## config.mk

```make
export PLATFORM = sky130hd
export DESIGN_NAME = parking_entry_frontend_flat
export DESIGN_NICKNAME = d
export VERILOG_FILES = /design/src/rtl/parking_entry_frontend_pkg.sv /design/src/rtl/parking_entry_frontend_if.sv /design/src/rtl/parking_entry_frontend_debounce.sv /design/src/rtl/parking_entry_frontend.sv /design/src/flat_wrapper.sv
export SDC_FILE = /design/constraint.sdc
export NUM_CORES = 1
export LEC_CHECK = 0
export CAP_MARGIN = 20
export CORE_AREA = 10 10 66 68
export CTS_CLUSTER_DIAMETER = 60
export DETAILED_ROUTE_END_ITERATION = 16
export DIE_AREA = 0 0 76 78
export GPL_TIMING_DRIVEN = 1
export PLACE_DENSITY = 0.8
export REMOVE_ABC_BUFFERS = 1
export SLEW_MARGIN = 25
export SYNTH_ARGS = -nofsm -noshare
export SYNTH_HDL_FRONTEND = slang
export SYNTH_SLANG_ARGS = --single-unit
```

## constraint.sdc

```tcl
create_clock -name clk -period 1.6 [get_ports clk]
set_input_delay 0.24 -clock clk [delete_from_list [all_inputs] [get_ports clk]]
set_output_delay 0.24 -clock clk [all_outputs]
set_load 0.02 [all_outputs]
```

## src/rtl/parking_entry_frontend_pkg.sv

```systemverilog
// Shared types and widths for the parking entry front end.
// Holds the entry FSM encoding, the digit and count widths, and a counter-width helper.
package parking_entry_frontend_pkg;

  localparam int PWD_W       = 2;
  localparam int DIGIT_CNT_W = 2;

  typedef enum logic [1:0] {
    ST_IDLE   = 2'd0,
    ST_DIGIT1 = 2'd1,
    ST_DIGIT2 = 2'd2,
    ST_HOLD   = 2'd3
  } entry_state_t;

  // Bits needed for a counter that runs from 0 to n-1.
  function automatic int cnt_width(input int n);
    return (n < 2) ? 1 : $clog2(n);
  endfunction

endpackage

```

## src/rtl/parking_entry_frontend_if.sv

```systemverilog
// Keypad input and password handshake between the entry front end and its neighbours.
// The slave modport is the front end; the master modport is the keypad/gate side.
interface parking_entry_frontend_if;
  import parking_entry_frontend_pkg::*;

  logic [PWD_W-1:0]       key_digit;
  logic                   key_strobe;
  logic                   key_clear;
  logic                   pwd_ready;
  logic [PWD_W-1:0]       password_1;
  logic [PWD_W-1:0]       password_2;
  logic                   pwd_valid;
  logic                   entry_timeout;
  logic [DIGIT_CNT_W-1:0] digit_count;

  modport master (
    output key_digit, key_strobe, key_clear, pwd_ready,
    input  password_1, password_2, pwd_valid, entry_timeout, digit_count
  );

  modport slave (
    input  key_digit, key_strobe, key_clear, pwd_ready,
    output password_1, password_2, pwd_valid, entry_timeout, digit_count
  );

endinterface

```

## src/rtl/parking_entry_frontend_debounce.sv

```systemverilog
// Sensor debouncer: optional 2-FF synchroniser (PARKING_SENSOR_SYNC_EN), stability counter,
// debounced level and a registered one-cycle pulse the cycle after the level first reads 1.
module parking_entry_frontend_debounce
  import parking_entry_frontend_pkg::*;
#(
  parameter int DEBOUNCE_CYCLES = 4
) (
  input  logic clk,
  input  logic reset,
  input  logic raw,
  output logic level,
  output logic rise
);

  localparam int            CW       = cnt_width(DEBOUNCE_CYCLES);
  localparam logic [CW-1:0] CNT_LAST = CW'(DEBOUNCE_CYCLES - 1);

  logic sampled;

`ifdef PARKING_SENSOR_SYNC_EN
  logic sync_1, sync_2;

  always_ff @(posedge clk or posedge reset) begin
    if (reset) begin
      sync_1 <= 1'b0;
      sync_2 <= 1'b0;
    end else begin
      sync_1 <= raw;
      sync_2 <= sync_1;
    end
  end

  assign sampled = sync_2;
`else
  assign sampled = raw;
`endif

  logic [CW-1:0] cnt;
  logic          level_d;

  always_ff @(posedge clk or posedge reset) begin
    if (reset) begin
      cnt     <= '0;
      level   <= 1'b0;
      level_d <= 1'b0;
      rise    <= 1'b0;
    end else begin
      level_d <= level;
      rise    <= level & ~level_d;
      if (sampled == level) begin
        cnt <= '0;
      end else if (cnt >= CNT_LAST) begin
        level <= sampled;
        cnt   <= '0;
      end else begin
        cnt <= cnt + 1'b1;
      end
    end
  end

endmodule

```

## src/rtl/parking_entry_frontend.sv

```systemverilog
// Entry front end for the parking gate: debounced sensors plus two-digit keypad capture with
// an inter-digit timeout and a valid/ready hold. PARKING_SENSOR_SYNC_EN adds input synchronisers.
module parking_entry_frontend
  import parking_entry_frontend_pkg::*;
#(
  parameter int DEBOUNCE_CYCLES = 4,
  parameter int TIMEOUT_CYCLES  = 1000
) (
  input  logic                     clk,
  input  logic                     reset,
  input  logic                     sensor_entrance_raw,
  input  logic                     sensor_exit_raw,
  parking_entry_frontend_if.slave  key_if,
  output logic                     sensor_entrance,
  output logic                     sensor_exit,
  output logic                     entrance_rise
);

  localparam int            TW       = cnt_width(TIMEOUT_CYCLES);
  localparam logic [TW-1:0] TMR_LAST = TW'(TIMEOUT_CYCLES - 1);

  logic exit_rise_unused;

  parking_entry_frontend_debounce #(.DEBOUNCE_CYCLES(DEBOUNCE_CYCLES)) u_deb_entrance (
    .clk(clk), .reset(reset), .raw(sensor_entrance_raw),
    .level(sensor_entrance), .rise(entrance_rise)
  );

  parking_entry_frontend_debounce #(.DEBOUNCE_CYCLES(DEBOUNCE_CYCLES)) u_deb_exit (
    .clk(clk), .reset(reset), .raw(sensor_exit_raw),
    .level(sensor_exit), .rise(exit_rise_unused)
  );

  entry_state_t           state, state_next;
  logic [TW-1:0]          timer;
  logic                   timer_done;
  logic [PWD_W-1:0]       password_1, password_2;
  logic [DIGIT_CNT_W-1:0] digit_count;
  logic                   pwd_valid, entry_timeout;
  logic                   clear_entry, load_1, load_2, timer_run, timeout_hit;

  assign timer_done = (timer >= TMR_LAST);

  always_ff @(posedge clk or posedge reset) begin
    if (reset) state <= ST_IDLE;
    else       state <= state_next;
  end

  // Priority inside digit entry: clear, then strobe, then timeout.
  always_comb begin
    state_next = state;
    case (state)
      ST_IDLE:   if (entrance_rise) state_next = ST_DIGIT1;
      ST_DIGIT1: begin
        if (key_if.key_clear)       state_next = ST_DIGIT1;
        else if (key_if.key_strobe) state_next = ST_DIGIT2;
        else if (timer_done)        state_next = ST_IDLE;
      end
      ST_DIGIT2: begin
        if (key_if.key_clear)       state_next = ST_DIGIT1;
        else if (key_if.key_strobe) state_next = ST_HOLD;
        else if (timer_done)        state_next = ST_IDLE;
      end
      ST_HOLD:   if (pwd_valid && key_if.pwd_ready) state_next = ST_IDLE;
      default:   state_next = ST_IDLE;
    endcase
  end

  always_comb begin
    clear_entry = 1'b0;
    load_1      = 1'b0;
    load_2      = 1'b0;
    timer_run   = 1'b0;
    timeout_hit = 1'b0;
    case (state)
      ST_IDLE: clear_entry = entrance_rise;
      ST_DIGIT1, ST_DIGIT2: begin
        timer_run = 1'b1;
        if (key_if.key_clear) begin
          clear_entry = 1'b1;
        end else if (key_if.key_strobe) begin
          load_1 = (state == ST_DIGIT1);
          load_2 = (state == ST_DIGIT2);
        end else if (timer_done) begin
          clear_entry = 1'b1;
          timeout_hit = 1'b1;
        end
      end
      default: ;
    endcase
  end

  always_ff @(posedge clk or posedge reset) begin
    if (reset) begin
      password_1    <= '0;
      password_2    <= '0;
      digit_count   <= '0;
      pwd_valid     <= 1'b0;
      entry_timeout <= 1'b0;
      timer         <= '0;
    end else begin
      pwd_valid     <= (state_next == ST_HOLD);
      entry_timeout <= timeout_hit;
      if (clear_entry) begin
        password_1  <= '0;
        password_2  <= '0;
        digit_count <= '0;
      end else if (load_1) begin
        password_1  <= key_if.key_digit;
        digit_count <= DIGIT_CNT_W'(1);
      end else if (load_2) begin
        password_2  <= key_if.key_digit;
        digit_count <= DIGIT_CNT_W'(2);
      end
      if (!timer_run || clear_entry || load_1 || load_2) timer <= '0;
      else if (!timer_done)                               timer <= timer + 1'b1;
    end
  end

  assign key_if.password_1    = password_1;
  assign key_if.password_2    = password_2;
  assign key_if.digit_count   = digit_count;
  assign key_if.pwd_valid     = pwd_valid;
  assign key_if.entry_timeout = entry_timeout;

endmodule

```

## src/flat_wrapper.sv

```systemverilog
// flat-port wrapper written by rule: the top's interface ports become plain ports
module parking_entry_frontend_flat import parking_entry_frontend_pkg::*;
#(
  parameter int DEBOUNCE_CYCLES = 4,
  parameter int TIMEOUT_CYCLES  = 1000
)
  (clk, reset, sensor_entrance_raw, sensor_exit_raw, sensor_entrance, sensor_exit, entrance_rise, key_if_key_digit, key_if_key_strobe, key_if_key_clear, key_if_pwd_ready, key_if_password_1, key_if_password_2, key_if_pwd_valid, key_if_entry_timeout, key_if_digit_count);
  parking_entry_frontend_if key_if_i ();
  input  logic clk;
  input  logic reset;
  input  logic sensor_entrance_raw;
  input  logic sensor_exit_raw;
  output logic sensor_entrance;
  output logic sensor_exit;
  output logic entrance_rise;
  input wire logic [$bits(key_if_i.key_digit)-1:0] key_if_key_digit;
  input wire logic [$bits(key_if_i.key_strobe)-1:0] key_if_key_strobe;
  input wire logic [$bits(key_if_i.key_clear)-1:0] key_if_key_clear;
  input wire logic [$bits(key_if_i.pwd_ready)-1:0] key_if_pwd_ready;
  output wire logic [$bits(key_if_i.password_1)-1:0] key_if_password_1;
  output wire logic [$bits(key_if_i.password_2)-1:0] key_if_password_2;
  output wire logic [$bits(key_if_i.pwd_valid)-1:0] key_if_pwd_valid;
  output wire logic [$bits(key_if_i.entry_timeout)-1:0] key_if_entry_timeout;
  output wire logic [$bits(key_if_i.digit_count)-1:0] key_if_digit_count;
  assign key_if_i.key_digit = key_if_key_digit;
  assign key_if_i.key_strobe = key_if_key_strobe;
  assign key_if_i.key_clear = key_if_key_clear;
  assign key_if_i.pwd_ready = key_if_pwd_ready;
  assign key_if_password_1 = key_if_i.password_1;
  assign key_if_password_2 = key_if_i.password_2;
  assign key_if_pwd_valid = key_if_i.pwd_valid;
  assign key_if_entry_timeout = key_if_i.entry_timeout;
  assign key_if_digit_count = key_if_i.digit_count;
  parking_entry_frontend #(.DEBOUNCE_CYCLES(DEBOUNCE_CYCLES), .TIMEOUT_CYCLES(TIMEOUT_CYCLES)) u_core (.clk(clk), .reset(reset), .sensor_entrance_raw(sensor_entrance_raw), .sensor_exit_raw(sensor_exit_raw), .key_if(key_if_i), .sensor_entrance(sensor_entrance), .sensor_exit(sensor_exit), .entrance_rise(entrance_rise));
endmodule
```

# --- Word-level counts from Yosys, hierarchy flattened ---
# Index checks and enable logic that the tools add are counted.
classes:
  add_sub_neg: 3
  order_cmp: 3
  n_eq_ne: 8
  muxes: 35
  bitwise: 4
  reduce_logical: 13
ops:
  columns: ["op", "n"]
  rows:
  - ["$mux W2", 19]
  - ["$mux W10", 2]
  - ["$mux W1", 12]
  - ["$add A10 B1 Y10 const B", 1]
  - ["$ge A10 B10 Y1 const B", 1]
  - ["$pmux W2 S4", 1]
  - ["$eq A2 B2 Y1 const B", 3]
  - ["$reduce_and A2 Y1", 3]
  - ["$add A2 B1 Y2 const B", 2]
  - ["$ge A2 B2 Y1 const B", 2]
  - ["$reduce_bool A2 Y1", 2]
  - ["$logic_or A1 B1 Y1", 3]
  - ["$not A1 Y1", 3]
  - ["$reduce_bool A3 Y1", 1]
  - ["$eq A1 B1 Y1", 2]
  - ["$eq A2 B1 Y1 const B", 1]
  - ["$logic_not A2 Y1", 1]
  - ["$ne A2 B1 Y1 const B", 1]
  - ["$ne A2 B2 Y1 const B", 1]
  - ["$pmux W1 S2", 1]
  - ["$reduce_or A2 Y1", 1]
  - ["$and A1 B1 Y1", 1]
  - ["$logic_and A1 B1 Y1", 1]
  - ["$logic_not A1 Y1", 1]
totals:
  register_bits: 28
  in_bits: 9
  output_inout_bits: 11
  wordCells: 79

# --- Logic depth before layout (Yosys ltp) ---
# Gate-level depths: netlist of the first run.
depth:
  ltp_word: 9
  mapped_depth: 6
  mapped_depth_nobuf: 6

# --- Modules after synthesis ---
# Synthesis of the first run repeated with hierarchy kept, for this count alone.
unflattened:
  cells_unflattened: 130
  area_unflattened_um2: 1511.4
modules_own_cells:
  columns: ["mod", "instances", "cells_per_inst", "area_per_inst_um2", "seq_area_each_um2"]
  rows:
  - ["parking_entry_frontend", 1, 106, 1143.6, 500.5]
  - ["parking_entry_frontend_debounce", 2, 12, 183.9, 125.1]

# --- Worst setup path after synthesis of the first run ---
# Ideal clock, no wire load.
synth_path:
  path_type: "register to register"
  from: "register u_core.state[1]"
  to: "register u_core.timer[9]"
  setup_ns: 0.119
  t_arrival_ns: 1.623
  t_required_ns: 1.481
  slack_ns: -0.142
  path_stages_with_launch: 7
  path_buffers: 0
  period_less_slack_ns: 1.742
  cell_sequence: "dfrtp_1 inv_1 ha_1 a21oi_1 or3_1 o211ai_4 o21ba_1"
synth_between:
  elab_chain_len: 8
  word_cells_on_any_way: 18
  cone_classes: "3 x eq/ne; 9 x mux; 6 x reduce/logical"
synth_rtl:
  columns: ["item", "line_no", "rtl"]
  rows:
  - ["start: declaration", "parking_entry_frontend.sv:34", "entry_state_t state, state_next;"]
  - ["start signal: assignment", "parking_entry_frontend.sv:46", "else state <= state_next;"]
  - ["$eq A2 B2 Y1 / $eq A2 B1 Y1 (equally long branches)", "parking_entry_frontend.sv:75, parking_entry_frontend.sv:83, parking_entry_frontend.sv:82", null]
  - ["$reduce_or A2 Y1", "parking_entry_frontend.sv:75", "case (state)"]
  - ["$mux W1", "parking_entry_frontend.sv:75", null]
  - ["$logic_not A1 Y1", "parking_entry_frontend.sv:115", "if (!timer_run || clear_entry || load_1 || load_2) timer <= '0;"]
  - ["$logic_or A1 B1 Y1 (2 in series)", "parking_entry_frontend.sv:115", null]
  - ["$logic_or A1 B1 Y1 *", "parking_entry_frontend.sv:115", null]
  - ["$ne A2 B2 Y1 (no source line) / $mux W10 (equally long branches)", null, null]
  - ["end signal: assignment", "parking_entry_frontend.sv:116", "else if (!timer_done) timer <= timer + 1'b1;"]
  - ["end: declaration", "parking_entry_frontend.sv:35", "logic [TW-1:0] timer;"]
# Every way passes the cells marked *; elsewhere a longest branch is shown, timed or not.
# A chain may end at the register's enable or synchronous reset.

# --- Worst setup path after layout of the first run ---
layout_path:
  from: "register u_core.state[1]"
  to: "register u_core.timer[2]"
# The elaborated chain is that of the path after synthesis.

==> results of run 1 <==
-- sequential cells by signal, indices dropped and copies added, names as in the netlist, 2 cells and up --
register                   flops
u_core.timer                  10
u_core.key_if.digit_count      2
u_core.key_if.password_1       2
u_core.key_if.password_2       2
u_core.state                   2
u_core.u_deb_entrance.cnt      2
u_core.u_deb_exit.cnt          2
-- layer usage --
metal | GRT usage (%) | wire (microns) | up-vias
li1 | - | - | 578
met2 | 22.2 | 2060 | 13
met5 | 0 | 0 | -
met4 | 2.27 | 8 | 0
met3 | 2.53 | 101 | 2
met1 | 11.7 | 1390 | 581
-- cell type report --
| cell class | count | area, sq um |
|---|---|---|
| Clock buffer | 3 | 22.5 |
| Fill cell | 231 | 1110 |
| Inverter | 5 | 18.8 |
| Multi-Input combinational cell | 99 | 840 |
| Sequential cell | 28 | 701 |
| Tap cell | 46 | 57.6 |
| Timing Repair Buffer | 47 | 429 |
-- power breakdown --
part / switching, uW / internal (uW) / total [uW]
Clock: 183 / 88.1 / 271
Sequential: 136 / 881 / 1020
Combinational: 937 / 1070 / 2010
Total: 1260 / 2040 / 3300
-- what timing repair did --
item	in CTS	in global routing
setup endpoints to repair	22	20
resized for setup	20	24
pin swaps	7	14
buffers inserted	5	3
hold endpoints to repair	0	0
hold buffers	0	0
-- critical path, cell delays in order, from the launching register on --
cell      delay, ps
dfrtp_1         450
inv_2            80
ha_4            280
a21oi_2          40
or3_4           360
o211ai_4        250
buf_12          150
a311oi_2         40
-- cell families (layout without fill, tap and decap cells) --
| logic type | Yosys count | count (layout) |
|---|---|---|
| compound gates | 32 | 32 |
| fa+ha+maj | 8 | 8 |
| buf+inv | 5 | 55 |
| simple gates | 47 | 47 |
| xor+xnor | 7 | 7 |
| flops | 28 | 28 |
| mux | 5 | 5 |
-- how the worst min path moves through the flow --
stage | cells past startpoint | slack, ps | from | end
2_1_floorplan | 1 | 310 | reset | u_core.key_if.digit_count[0]
4_1_cts | 3 | 270 | reset | u_core.u_deb_exit.cnt[0]
3_5_place_dp | 1 | 420 | u_core.u_deb_entrance.level_d | u_core.u_deb_entrance.rise
6_report | 3 | 260 | reset | u_core.key_if.password_1[0]
5_1_grt | 3 | 290 | reset | u_core.key_if.digit_count[0]
3_3_place_gp | 1 | 380 | u_core.u_deb_entrance.level_d | u_core.u_deb_entrance.rise
-- synth_stat cells, types with 2 or more instances --
cell type and n:
mux2i_1 3, xor2_1 2, or3_1 2, nor3_1 2, nand3_1 3, nand4b_1 3
dfrtp_1 28, a21boi_1 2, nor2b_1 5, inv_1 5, nand2_1 8, xnor2_1 5
a311oi_1 2, a21oi_1 12, nor2_1 15, mux2_2 2, ha_1 8, o21ai_0 5
-- metrics by stage --
stage	total power (uW)	util, %	hold WS, ps
global route	3520	65.1	287
CTS	2940	61.3	274
finish	3300	65.1	264
floorplan	1800	-	305
detailed placement	2410	57.1	417
global placement	2330	57.1	383
==> out/qor.txt, run 1 <==
final period utilization - 111%
status - complete, but fails checks
R2R Setup Slk - -180 ps
largest net degree at the start of global routing - 29
Final setup violation count - 17
Die Y - 78 microns
max_cap viols - 0
# diodes - 0
final instance area - 0.00207 sq mm
Setup crit start kind - flop
PortBufs - 19
Worst Setup EP - u_core.timer[2]
Post-synth ARST share - 100%
CTS HTree Levels - 1
Synth top area share - 49.6%
Die W - 76 microns
Top Ports - 20
total grt overflow - 0
most common library cell in the layout ignoring fill and taps - dfrtp_1
pwr dens - 1590 mW/mm^2
Clock Pin Slew Worst Setup and Hold Paths - 130 ps
Core Region - 0.00318 sq mm
Non-Filler Instances - 228
clk_lat worst skew - 320 ps
worst hold path class - in2async
# nets final - 201
Max rail drop VDD - 565 uV
failing checks - setup timing
critical path class - reg2reg
Routed Antenna Nets - 0
required time worst endpoint - 1790 ps
clk_skew - 9.05 ps
CTS root buffer - clkbuf_4
Post-Synth Adder-Cell Area - 7.09%
pre-CTS setup slack - -211 ps
P&R area growth vs syn - 46.5%
Worst Reg-to-Reg Cells - 7
fraction of layout cells with a size suffix above 1 - 33.5%
Final Routed Wirelength - 3.55 mm
final worst slack - -175 ps
via count - 1,174
CTS buffer count - 3
Hold Vio Cnt, Final - 0
Post-DP HPWL - 2.46 mm
GRT Total Usage - 11.2%
DRT Pass-1 Iters - 6
CP max FO - 5
RSZ-0062 raised after global routing - yes
number of flops mapped to enable cells by yosys - 0
Crit. End Element - flop
register area share after synthesis - 49.6%
main combinational cell family by area after synthesis - simple AND/OR/NAND/NOR gates
initial core utilization - 44.4%
drt via density - 5.15
CTS tree - yes
WP data arrival - 1960 ps
Mapped Avg Cell Area - 10.7 sq um
Mapped Cells - 132
Distinct cells, synth - 38
drt wl/cell - 15.6 microns
slew margin rel. - 77.4%
Synth Area in XOR/XNOR - 4.34%
ranking of synthesized cells by area - dfrtp_1 (50%), ha_1 (7.1%), a21oi_1 (4.3%)
Synth Area in Simple Gates - 18.3%
DRT iter0 DRCs - 56
post-synth top area cell - dfrtp_1
max-slew violation count - 0
post-synthesis compound-gate area fraction - 15.6%
CP Launch Point - u_core.state[1]
most frequent cells in the layout - dfrtp_1 (28), buf_4 (22), clkdlybuf4s50_1 (14)
Placed Cells - 218
full die area - 0.00593 sq mm
Synth Flop Type - dfrtp_1
Fmax - 0.563 GHz
r2r startpoint - u_core.state[1]
cell row count - 21
setup tns final - -2600 ps
vias in the first global route - 1,238
Cell Area, Placed - 0.00182 sq mm
Synthesis Warnings - 0
Worst-Margin Slew - 338 ps
initial antenna violation count - 0
CTS max path bufs - 2
leakage power - 0.000928 uW
clock tree sinks - 28
Mapped Area - 0.00141 sq mm
register bit total from synthesis - 28
FF-to-FF End - u_core.timer[2]
DR DRC count - 0
mux share of post-synthesis cell area - 3.72%
first-pass GRT wire length - 5.64 mm
Final min period - 1780 ps
Placer Congestion - 0.943
Power figures use the tool's default switching activity.
==> run 2, diff against run 1 <==
--- a/config.mk
+++ b/config.mk
@@ -6,12 +6,13 @@
 export NUM_CORES = 1
 export LEC_CHECK = 0
 export CAP_MARGIN = 20
-export CORE_AREA = 10 10 66 68
+export CORE_AREA = 10 10 80 82
+export CTS_BUF_LIST = sky130_fd_sc_hd__clkbuf_8
 export CTS_CLUSTER_DIAMETER = 60
 export DETAILED_ROUTE_END_ITERATION = 16
-export DIE_AREA = 0 0 76 78
-export GPL_TIMING_DRIVEN = 1
-export PLACE_DENSITY = 0.8
+export DIE_AREA = 0 0 90 92
+export GPL_TIMING_DRIVEN = 0
+export PLACE_DENSITY = 0.58
 export REMOVE_ABC_BUFFERS = 1
 export SLEW_MARGIN = 25
 export SYNTH_ARGS = -nofsm -noshare
==> out/qor.txt, run 2 (synthesis results as in run 1) <==
largest reg by FF count - u_core.timer
Hold Slack - 344 ps (+79.7 ps)
clk_skew - 5.18 ps (-3.87 ps)
most common library cell in the layout ignoring fill and taps - dfrtp_1
Worst Reg-to-Reg Cells - 7 (unchanged)
drt via density - 4.76 (-7.5%)
Final min period - 1770 ps (-6.56 ps)
failing checks - setup timing
Die W - 90 microns (+18%)
Final Routed Wirelength - 3.23 mm (-9.1%)
Die Y - 92 microns (+18%)
via count - 1,157 (-1.4%)
worst path bufs/invs - 2 (unchanged)
Placer Congestion - 0.844 (-10%)
Worst-Margin Slew - 584 ps (+246 ps)
P&R area growth vs syn - 44.0%
Core Region - 0.00491 sq mm (+55%)
WP data arrival - 1910 ps (-50 ps)
RSZ-0062 raised after global routing - yes
Routed Antenna Nets - 0 (unchanged)
initial core utilization - 28.7% (-16 points)
clk_lat worst skew - 270 ps (-50 ps)
final period utilization - 111% (-0.41 points)
pwr dens - 1650 mW/mm^2 (+3.3%)
hold_buf cts - 0 (unchanged)
DR DRC count - 0 (unchanged)
CTS buffer count - 3 (unchanged)
crit path max-delay cell type - dfrtp_1
GRT Total Usage - 7.29% (-3.9 points)
final worst slack - -169 ps (+6.56 ps)
cell row count - 26 (+24%)
most frequent cells in the layout - dfrtp_1 (28), clkdlybuf4s50_1 (17), buf_4 (15)
largest net degree at the start of global routing - 29 (unchanged)
critical path, cell by cell - inv_2 > ha_4 > a21oi_2 > or3_4 > o211ai_4 > buf_12 > a311oi_2
Hold Vio Cnt, Final - 0 (unchanged)
clock tree sinks - 28 (unchanged)
Cell Area, Placed - 0.00169 sq mm (-7.0%)
CTS HTree Levels - 1 (unchanged)
# nets final - 191 (-5.0%)
required time worst endpoint - 1740 ps (-50 ps)
Max rail drop VDD - 525 uV (-7.0%)
CTS max path bufs - 2 (unchanged)
CTS root buffer - clkbuf_8
Layout Utilization - 41.4% (-24 points)
number of flip-flops in the largest register - 10 (unchanged)
# diodes - 0 (unchanged)
CTS tree - yes
DRT iter0 DRCs - 63 (+13%)
status - complete, but fails checks
Top Ports - 20 (unchanged)
PortBufs - 19 (unchanged)
fraction of layout cells with a size suffix above 1 - 28.3% (-5.2 points)
drt wl/cell - 13.3 microns (-15%)
first-pass GRT wire length - 5.14 mm (-8.9%)
Setup crit start kind - flop
vias in the first global route - 1,123 (-9.3%)
Clock Pin Slew Worst Setup and Hold Paths - 90 ps (-40 ps)
full die area - 0.00828 sq mm (+40%)
Final setup violation count - 18 (+1)
critical path class - reg2reg
DRT Pass-1 Iters - 4 (-2)
Post-DP HPWL - 2.11 mm (-14%)
CP max FO - 6 (+1)
Fmax - 0.565 GHz (+0.37%)
final instance area - 0.00203 sq mm (-1.8%)
total grt overflow - 0 (unchanged)
Levels on crit path - 7 (unchanged)
slew margin rel. - 61.0% (-16 points)
Slowest Stage Delay on Critical Path - 410 ps (-40 ps)
Crit. End Element - flop
max-slew violation count - 0 (unchanged)
max_cap viols - 0 (unchanged)
worst hold path class - in2async
initial antenna violation count - 0 (unchanged)
delay-heaviest family, CP - flip-flops
leakage power - 0.000869 uW (-6.3%)
-- run 2: cell count changes in the layout (fill, tap and decap cells not counted), moves of 2 or more --
cell | before | now
ha_2 | 0 | 2
o21ai_0 | 3 | 5
a21oi_1 | 6 | 9
buf_6 | 5 | 2
clkbuf_8 | 0 | 4
a21oi_2 | 6 | 3
buf_4 | 22 | 15
dlygate4sd2_1 | 4 | 1
clkdlybuf4s50_1 | 14 | 17
nor2_2 | 3 | 0
clkbuf_4 | 3 | 0
o21ai_1 | 2 | 0
nor2_1 | 12 | 14
-- run 2: what timing repair did --
item,CTS,global route
setup endpoints to repair,18,20
buffers inserted,11,7
pin swaps,6,8
resized for setup,17,14
-- run 2: layout make-up --
class                   count  area [sq um]
clock buffers               4          55.1
fillers                   449          2880
inverters                   5          18.8
multi-input cells          99           823
flip-flops and latches     28           701
well taps                  70          87.6
repair buffers             37           347
-- run 2: final timing paths --
kind,from,endpoint,slack (ps)
max reg2reg,u_core.state[0],u_core.timer[3],-170
min reg2reg,u_core.u_deb_entrance.level_d,u_core.u_deb_entrance.rise,400
min,reset,u_core.u_deb_exit.cnt[1],340
max in group asynchronous,reset,u_core.u_deb_exit.cnt[0],870
max,u_core.state[0],u_core.timer[3],-170
min in group clk,u_core.u_deb_entrance.level_d,u_core.u_deb_entrance.rise,400
-- run 2: worst reg2reg max path: stages (launching register included) --
cell	delay [ps]
dfrtp_1	410
inv_2	80
ha_4	280
a21oi_2	40
or3_4	360
o211ai_4	280
buf_12	160
a311oi_2	40
-- run 2: per-stage QoR --
| step | worst slack, ps | cells | power (uW) | TNS (ps) |
|---|---|---|---|---|
| final | -169 | 243 | 3350 | -2260 |
| after global routing | -206 | 243 | 3540 | -3020 |
| after CTS | -177 | 236 | 3090 | -2570 |
| after detailed placement | -345 | 221 | 2180 | -4690 |
| after global placement | -316 | 221 | 2130 | -4210 |
| after floorplan | -142 | 132 | 1800 | -1020 |
-- run 2: layer usage --
layer  share of wire [%]  GRT usage, %
met1                  45          8.49
met2                  50          12.2
met3                 3.5          1.63
met4                 1.5          3.98
met5                   0             0
-- run 2: power by group --
group | switching [uW] | internal, uW
combinational | 862 | 1020
clock | 211 | 220
sequential | 148 | 882
total | 1220 | 2130
==> run 3, diff against run 2 <==
--- a/config.mk
+++ b/config.mk
@@ -9,6 +9,7 @@
 export CORE_AREA = 10 10 80 82
 export CTS_BUF_LIST = sky130_fd_sc_hd__clkbuf_8
 export CTS_CLUSTER_DIAMETER = 60
+export CTS_CLUSTER_SIZE = 24
 export DETAILED_ROUTE_END_ITERATION = 16
 export DIE_AREA = 0 0 90 92
 export GPL_TIMING_DRIVEN = 0
==> results of run 3 <==
No change in the layout: final DEF, timing and power equal those of run 2.
